## src/rtl/nv_rwsp_fifo_ctrl_64x129.sv

```systemverilog
// Valid/ready FIFO controller around one nv_ram_rwsp_64x129 two-port RAM.
// Owns pointers, occupancy and the RAM's two-stage (address latch, output register) read pipeline.
module nv_rwsp_fifo_ctrl_64x129 #(
    parameter int DEPTH = 64,
    parameter int AW    = 6,
    parameter int DW    = 129
) (
    input  logic          clk,
    input  logic          rst,
    input  logic          wr_pvld,
    output logic          wr_prdy,
    input  logic [DW-1:0] wr_pd,
    output logic          rd_pvld,
    input  logic          rd_prdy,
    output logic [DW-1:0] rd_pd,
    output logic [AW:0]   wr_count,
    output logic          idle,
    input  logic [31:0]   pwrbus_ram_pd_in,
    output logic [AW-1:0] ram_wa,
    output logic          ram_we,
    output logic [DW-1:0] ram_di,
    output logic [AW-1:0] ram_ra,
    output logic          ram_re,
    output logic          ram_ore,
    input  logic [DW-1:0] ram_dout,
    output logic [31:0]   ram_pwrbus_ram_pd
);

    localparam logic [AW:0]   FULL_CNT = (AW+1)'(DEPTH);
    localparam logic [AW:0]   CNT_ONE  = (AW+1)'(1);
    localparam logic [AW-1:0] PTR_ONE  = AW'(1);

    logic [AW-1:0] wr_ptr;
    logic [AW-1:0] rd_ptr;
    logic [AW:0]   used;
    logic [AW:0]   unissued;
    logic          vld_p1;   // address held in the RAM's read-address latch
    logic          vld_p2;   // RAM output register holds valid data
    logic          push;
    logic          pop;

    assign wr_prdy = (used < FULL_CNT);
    assign push    = wr_pvld & wr_prdy;

    assign ram_we = push;
    assign ram_wa = wr_ptr;
    assign ram_di = wr_pd;

    assign ram_ore = vld_p1 & (~vld_p2 | rd_prdy);
    assign ram_re  = (unissued != '0) & (~vld_p1 | ram_ore);
    assign ram_ra  = rd_ptr;

    assign rd_pvld = vld_p2;
    assign rd_pd   = ram_dout;
    assign pop     = vld_p2 & rd_prdy;

    assign wr_count          = used;
    assign idle              = (used == '0) & ~vld_p1 & ~vld_p2;
    assign ram_pwrbus_ram_pd = pwrbus_ram_pd_in;

    always_ff @(posedge clk) begin
        if (rst) begin
            wr_ptr   <= '0;
            rd_ptr   <= '0;
            used     <= '0;
            unissued <= '0;
            vld_p1   <= 1'b0;
            vld_p2   <= 1'b0;
        end else begin
            if (push) begin
                wr_ptr <= wr_ptr + PTR_ONE;
            end

            // Slots are released only on pop, so stalled pipeline entries stay protected.
            case ({push, pop})
                2'b10:   used <= used + CNT_ONE;
                2'b01:   used <= used - CNT_ONE;
                default: used <= used;
            endcase

            case ({push, ram_re})
                2'b10:   unissued <= unissued + CNT_ONE;
                2'b01:   unissued <= unissued - CNT_ONE;
                default: unissued <= unissued;
            endcase

            // Stage boundary: read address issue into the RAM address latch
            if (ram_re) begin
                rd_ptr <= rd_ptr + PTR_ONE;
                vld_p1 <= 1'b1;
            end else if (ram_ore) begin
                vld_p1 <= 1'b0;
            end

            // Stage boundary: RAM output register presents data to the pop side
            vld_p2 <= ram_ore | (vld_p2 & ~rd_prdy);
        end
    end

endmodule

```

## config.mk

```make
export PLATFORM = sky130hd
export DESIGN_NAME = nv_rwsp_fifo_ctrl_64x129
export DESIGN_NICKNAME = d
export VERILOG_FILES = /design/src/rtl/nv_rwsp_fifo_ctrl_64x129.sv
export SDC_FILE = /design/constraint.sdc
export NUM_CORES = 1
export LEC_CHECK = 0
export CAP_MARGIN = 20
export CORE_AREA = 2 2 236 238
export CTS_CLUSTER_DIAMETER = 40
export DETAILED_ROUTE_END_ITERATION = 6
export DIE_AREA = 0 0 238 240
export GPL_ROUTABILITY_DRIVEN = 0
export PLACE_DENSITY_LB_ADDON = 0.08
export SLEW_MARGIN = 10
export SYNTH_ARGS = -nofsm -noshare
export SYNTH_HDL_FRONTEND = slang
export SYNTH_SLANG_ARGS = --single-unit
```

## constraint.sdc

```tcl
create_clock -name clk -period 7.9 [get_ports clk]
set_clock_uncertainty 0.05 [all_clocks]
set_input_delay 1.58 -clock clk [delete_from_list [all_inputs] [get_ports clk]]
set_output_delay 1.58 -clock clk [all_outputs]
set_load 0.01 [all_outputs]
```

==> reports/qor.yml <==
finish:
  final_layout_size_suffix_gt1_share_pct: 5.41
  final_common_cell: "nor2_1"
  final_cell_mix: "30 x nor2_1, 28 x clkdlybuf4s50_1, 28 x dfxtp_1"
  diodes: 0
  area_growth_pct: -24.3
  nNetsFinal: 533
synthesis:
  syn_area_um2: 3910
  synth_ff_type: "dfxtp_1"
  synth-async-reset-ratio_pct: 0
  ys_seq_area_share_pct: 14.3
  yosys_warnings: 0
  synth_cell_types: 44
  synth_seq_cells: 28
  syn_nets: 798
  synth_edf_count: 0
  syn-mean-instance-area_um2: 8.02
  syn_inst: 488
power:
  switching_share_pct: 42.5
  p_int_uw: 436
  p_clk_share_pct: 22.3
  leakage_uw: 0.000861
  p_comb_share_pct: 49.4
  finalPower_uw: 759
  p_seq_share_pct: 28.3
  vdd_ir_drop_max_mv: 0.118
  power_density_nw_per_um2: 256
  switchingPower_uw: 322
floorplan:
  core_area_um2: 54700
  io_pins: 609
  die_h_um: 240
  initial_utilization_pct: 7.16
  die_w_um: 238
  dieArea_um2: 57100
  rows: 86
detailed_routing:
  detail_route.first_pass.iterations: 4
  post-route-drc-count: 0
  wirelength_mm: 12.8
  avgViaCountPerCell: 2.06
  wire_per_inst_um: 13.8
  ant_nets: 0
  route.vias.total: 1907
  drt_iter0_drc: 53
hold_path:
  hp-class: "reg -> reg"
  hp-start: "unissued[4]"
  min_path_cells: 2
  whs_endpoint: "unissued[4]"
placement:
  port_buffers: 28
  dp_hpwl_mm: 10.3
timing:
  fin_crit_ns: 4.95
  final.period_utilization_pct: 62.6
  fmax_ghz: 0.202
  tightest_slew_ns: 0.582
  fin_tns_setup_ns: 0
  finalHoldViolCount: 0
  slew_headroom_pct: 61.2
  rsz0062_at_grt: "no"
  slew_viol_final: 0
  setup_viol: 0
grt:
  antenna_found_initial: 0
  grt-ovfl-total: 0
  grt_max_degree: 36
  grt_use_total_pct: 4.28
  grt_pass1_wl_mm: 16.8
  grt_pass1_vias: 2092
setup_path:
  rrSetupSlack_ns: 4.87
  r2r_end: "unissued[6]"
  cp_max_fo: 6
  arrival_ns: 3.32
  cp-end-kind: "output port"
  reg2reg_depth: 9
  crit_type: "in -> out"
  r2r-start: "vld_p1"
  start_kind: "primary input"
  startpoint: "rd_prdy"
  cp.required_ns: 6.27
cts:
  cts_inserted_buffers: 3
  cts_resized: 0
  cts_root_buf: "clkbuf_16"
  cts_tree: "built"
  clk_latency_ns: 0.29
  post-cts-setup-buffers: 0
  clock_sinks: 28
  hold_buffers: 0
  clock_path_buffers: 2
  htreeDepth: 1
  path_clk_slew_ns: 0.09
job:
  drv_cap: 0
outcome:
  status: "finished, final reports clean"
[worst max-delay path, cell delays in order]
cell and delay, ns:
clkdlybuf4s50_1 0.51, and3b_1 0.28, a21oi_2 0.31, clkdlybuf4s50_1 0.64
[synthesized netlist by cell type (2+ instances only)]
master / count / area share, %
a211o_1: 2 / 0.45
xor2_1: 8 / 1.8
o21a_1: 4 / 0.77
or4_1: 2 / 0.38
a311oi_1: 2 / 0.45
buf_4: 290 / 56
nand2_1: 7 / 0.67
xnor2_1: 6 / 1.3
nand4_1: 2 / 0.32
nor2b_1: 8 / 1.3
mux2i_1: 2 / 0.51
o2111ai_1: 2 / 0.45
o21ai_0: 2 / 0.26
o211ai_1: 2 / 0.38
nand3_1: 5 / 0.64
nor4b_1: 4 / 0.90
nor3b_1: 2 / 0.38
a211oi_1: 2 / 0.38
or4b_1: 2 / 0.51
dfxtp_1: 28 / 14
clkbuf_1: 7 / 0.67
o31ai_1: 2 / 0.38
nand3b_1: 2 / 0.38
a21o_1: 4 / 0.77
nor2_1: 30 / 2.9
a2111oi_2: 2 / 0.77
nor4_1: 2 / 0.32
ha_1: 14 / 4.5
a21oi_1: 10 / 1.3
nor3_1: 4 / 0.51
buf_6: 2 / 0.58
inv_1: 11 / 1.1
mux2_1: 2 / 0.58
fa_1: 2 / 1.0
a31oi_1: 3 / 0.48
[cells by family after synthesis]
group | Yosys count | share of synthesized area, %
adders and majority gates | 16 | 5.50
AOI/OAI and AO/OA | 38 | 7.04
buffers and inverters | 311 | 58.1
xor gates and xnor gates | 14 | 3.13
DFF | 28 | 14.3
and+or+nand+nor | 77 | 10.8
muxes | 4 | 1.09
[worst max-delay path by stage]
stage	to	slack [ns]	depth (start not counted)
after global placement	ram_re	2.97	4
after CTS	ram_re	2.89	4
after global routing	ram_re	2.82	4
after floorplan	unissued[6]	4.05	10
after detailed placement	ram_re	2.91	4
final	ram_re	2.95	4
[routing by layer]
| metal | vias up | track usage (%) | part of all wire (%) | wire [µm] |
|---|---|---|---|---|
| met2 | 258 | 5.33 | 38 | 4880 |
| met3 | 93 | 5.01 | 24 | 3110 |
| met4 | 0 | 3.66 | 7.8 | 1010 |
| li1 | 754 | - | - | - |
| met5 | - | 0 | 0 | 0 |
| met1 | 802 | 3.58 | 30 | 3830 |
[registers in the layout, indices dropped and copies added, names as in the netlist]
register	cells
ram_ra	6
vld_p1	1
unissued	7
wr_count	7
ram_wa	6
rd_pvld	1
[area by class of cell]
type,count,area (µm²)
sequential,28,561
inverter,11,41.3
multi-input combinational,149,1080
clock inverter,1,30.0
timing repair buffer,30,295
fill,6462,51700
clock buffer,3,75.1
tap,704,881
[power groups by stage]
| stage | sequential [µW] | combinational, µW | clock [µW] |
|---|---|---|---|
| floorplan | 207 | 413 | 0 |
| global placement | 223 | 398 | 0 |
| detailed placement | 219 | 390 | 0 |
| CTS | 216 | 392 | 186 |
| global route | 222 | 431 | 186 |
| finish | 215 | 375 | 169 |
[through the flow]
stage          hold slack, ns  util, %  std cells  worst slack, ns  instance area (µm²)
6_report                0.489     5.42        926             2.95                 2960
5_1_grt                 0.516     5.42        926             2.82                 2960
4_1_cts                 0.490     5.42        926             2.89                 2960
3_5_place_dp            0.475     5.23        922             2.91                 2860
3_3_place_gp            0.465     5.23        922             2.97                 2860
2_1_floorplan           0.421        -        488             4.05                 3910
(Power assumes the default switching activity.)
==> RTL change (same flow settings) <==
Put one more register stage on the output `wr_count`, with the module's reset. The value now appears one clock later. The other outputs are not delayed to match.
--- a/src/rtl/nv_rwsp_fifo_ctrl_64x129.sv
+++ b/src/rtl/nv_rwsp_fifo_ctrl_64x129.sv
@@ -54,7 +54,13 @@
     assign rd_pd   = ram_dout;
     assign pop     = vld_p2 & rd_prdy;
 
-    assign wr_count          = used;
+    always_ff @(posedge clk) begin
+        if (rst) begin
+            wr_count <= '0;
+        end else begin
+            wr_count <= used;
+        end
+    end
     assign idle              = (used == '0) & ~vld_p1 & ~vld_p2;
     assign ram_pwrbus_ram_pd = pwrbus_ram_pd_in;
 
Check against the original RTL: not equivalent (Yosys sat finds a counterexample within 4 cycles, from zero or initial values and one cycle with rst high).
==> RTL change against the original RTL <==
- wire length shrank 9.8%
- synthesized cell count rose by 1.4%
- total power grew 14%
- final area is 4.0% higher
- sequential cell count grew 7
- combinational power is 3% higher
- critical path depth did not move
- synthesized area up 1.6%
- hold slack worse by 54 ps
- worst setup slack worse by 97 ps
- via count up 2.9%
- largest power group unchanged
- highest routed layer unchanged
==> RTL change: results (changes against the original RTL) <==
asr flop ratio synth=0 (unchanged); Peak Freq=198 MHz (-1.9%); post-synthesis xor/xnor area fraction=0.0308 (-0.000503); initial antenna violation count=0 (unchanged); number of global-route vias before repair=2124 (+1.5%); multi-input combinational area share=0.333 (-0.0311); min-delay src=ram_wa[5]; grt met3 use=0.0346 (-0.0155); Int Power=0.521 mW (+19%); Syn Nets=805 (+0.88%); Data buffer area share=0.0918 (-0.00790); final hold slack=435 ps (-53.8 ps); Largest stage delay, worst path=660 ps (+20 ps); first-pass GRT wire length=15900 um (-5.0%); WL met1=3890 um (+1.6%); cts bufs inserted=5 (+2); Non-Filler Instances=938 (+1.3%); maximum VDD drop=0.0000666 V (-44%); mux share of post-synthesis cell area=0.0154 (+0.00455); Clock Sink Count=35 (+25%); Slew @ Worst Pin=621 ps (+39.2 ps); Synth Flop Type=dfxtp_1; Placed Instances=930 (+0.87%); share of layout cells above drive strength 1=0.0513 (-0.00277); Critical Path AT=3420 ps (+100 ps); Leak=0.916 nW (+6.4%); Worst Path Max Fanout=3 (-3); CP Capture Point=ram_ore; M1 GR Usage=0.0365 (+0.000710); footprint of the multi-input gates=1030 um2 (-4.9%); Hold Path Sink=ram_wa[5]; final net count=543 (+1.9%); Vias=1963 (+2.9%); FILL cells=6444 (-0.28%); clk tree area frac=0.0508 (+0.0153); DP Wirelength=9040 um (-12%); drt initial violations=90 (+70%); post-synthesis compound-gate area fraction=0.0513 (-0.0191); top post-synthesis cells by area=buf_4 55%, dfxtp_1 18%, ha_1 4.4%; area post-placement=2930 um2 (+2.4%); Routed WL=11600 um (-9.8%); FF-to-FF setup slack=4590 ps (-280 ps); GRT Total Usage=0.0393 (-0.00350); register area share after synthesis=0.176 (+0.0329); Adder-Cell Fraction of Synth Area=0.0541 (-0.000883); synth cell count leaders=290 x buf_4, 36 x nor2_1, 35 x dfxtp_1; count of cell types in the netlist=37 (-16%); Reg2Reg Depth=8 (-1); non-clock buffer count=29 (-3.3%); clock buffer count=8 (+5); inverter count=9 (-2); grt met2 use=0.0509 (-0.00248); status=finished, final reports clean; H-tree depth=2 (+1); RR Startpoint=unissued[3]; Critical R2R Capture=unissued[5]; #MultiIn Comb=153 (+2.7%); Post-Synthesis Cells=495 (+1.4%); metal2 WL=4470 um (-8.4%)
## RTL change: cell count changes after synthesis, moves of 3 or more
cell      delta
nor2_1       +6
nand2b_1     +3
a31oi_1      -3
nor4_1       +3
mux2i_1      +3
o21a_1       -3
o21ai_0      +3
a21oi_1      +5
nand4_1      +5
dfxtp_1      +7
a21boi_0     +3
## RTL change: power by group through the flow
stage | clock network (mW) | logic [mW] | registers, mW
global route | 0.245 | 0.441 | 0.263
finish | 0.224 | 0.387 | 0.254
detailed placement | 0 | 0.392 | 0.260
floorplan | 0 | 0.429 | 0.247
CTS | 0.240 | 0.396 | 0.257
global placement | 0 | 0.409 | 0.263
## RTL change: cell families (layout without fill, tap and decap cells)
group / count (synthesis) / after routing
fa+ha+maj: 16 / 16
xor+xnor: 14 / 14
simple gates: 84 / 84
mux: 6 / 6
flops: 35 / 35
compound gates: 33 / 33
buf+inv: 307 / 46
## RTL change: worst max-delay path: cells and delay by family
family | cells | cell delay (ps)
AO/OA/AOI/OAI | 1 | 510
buffers and inverters | 3 | 1320
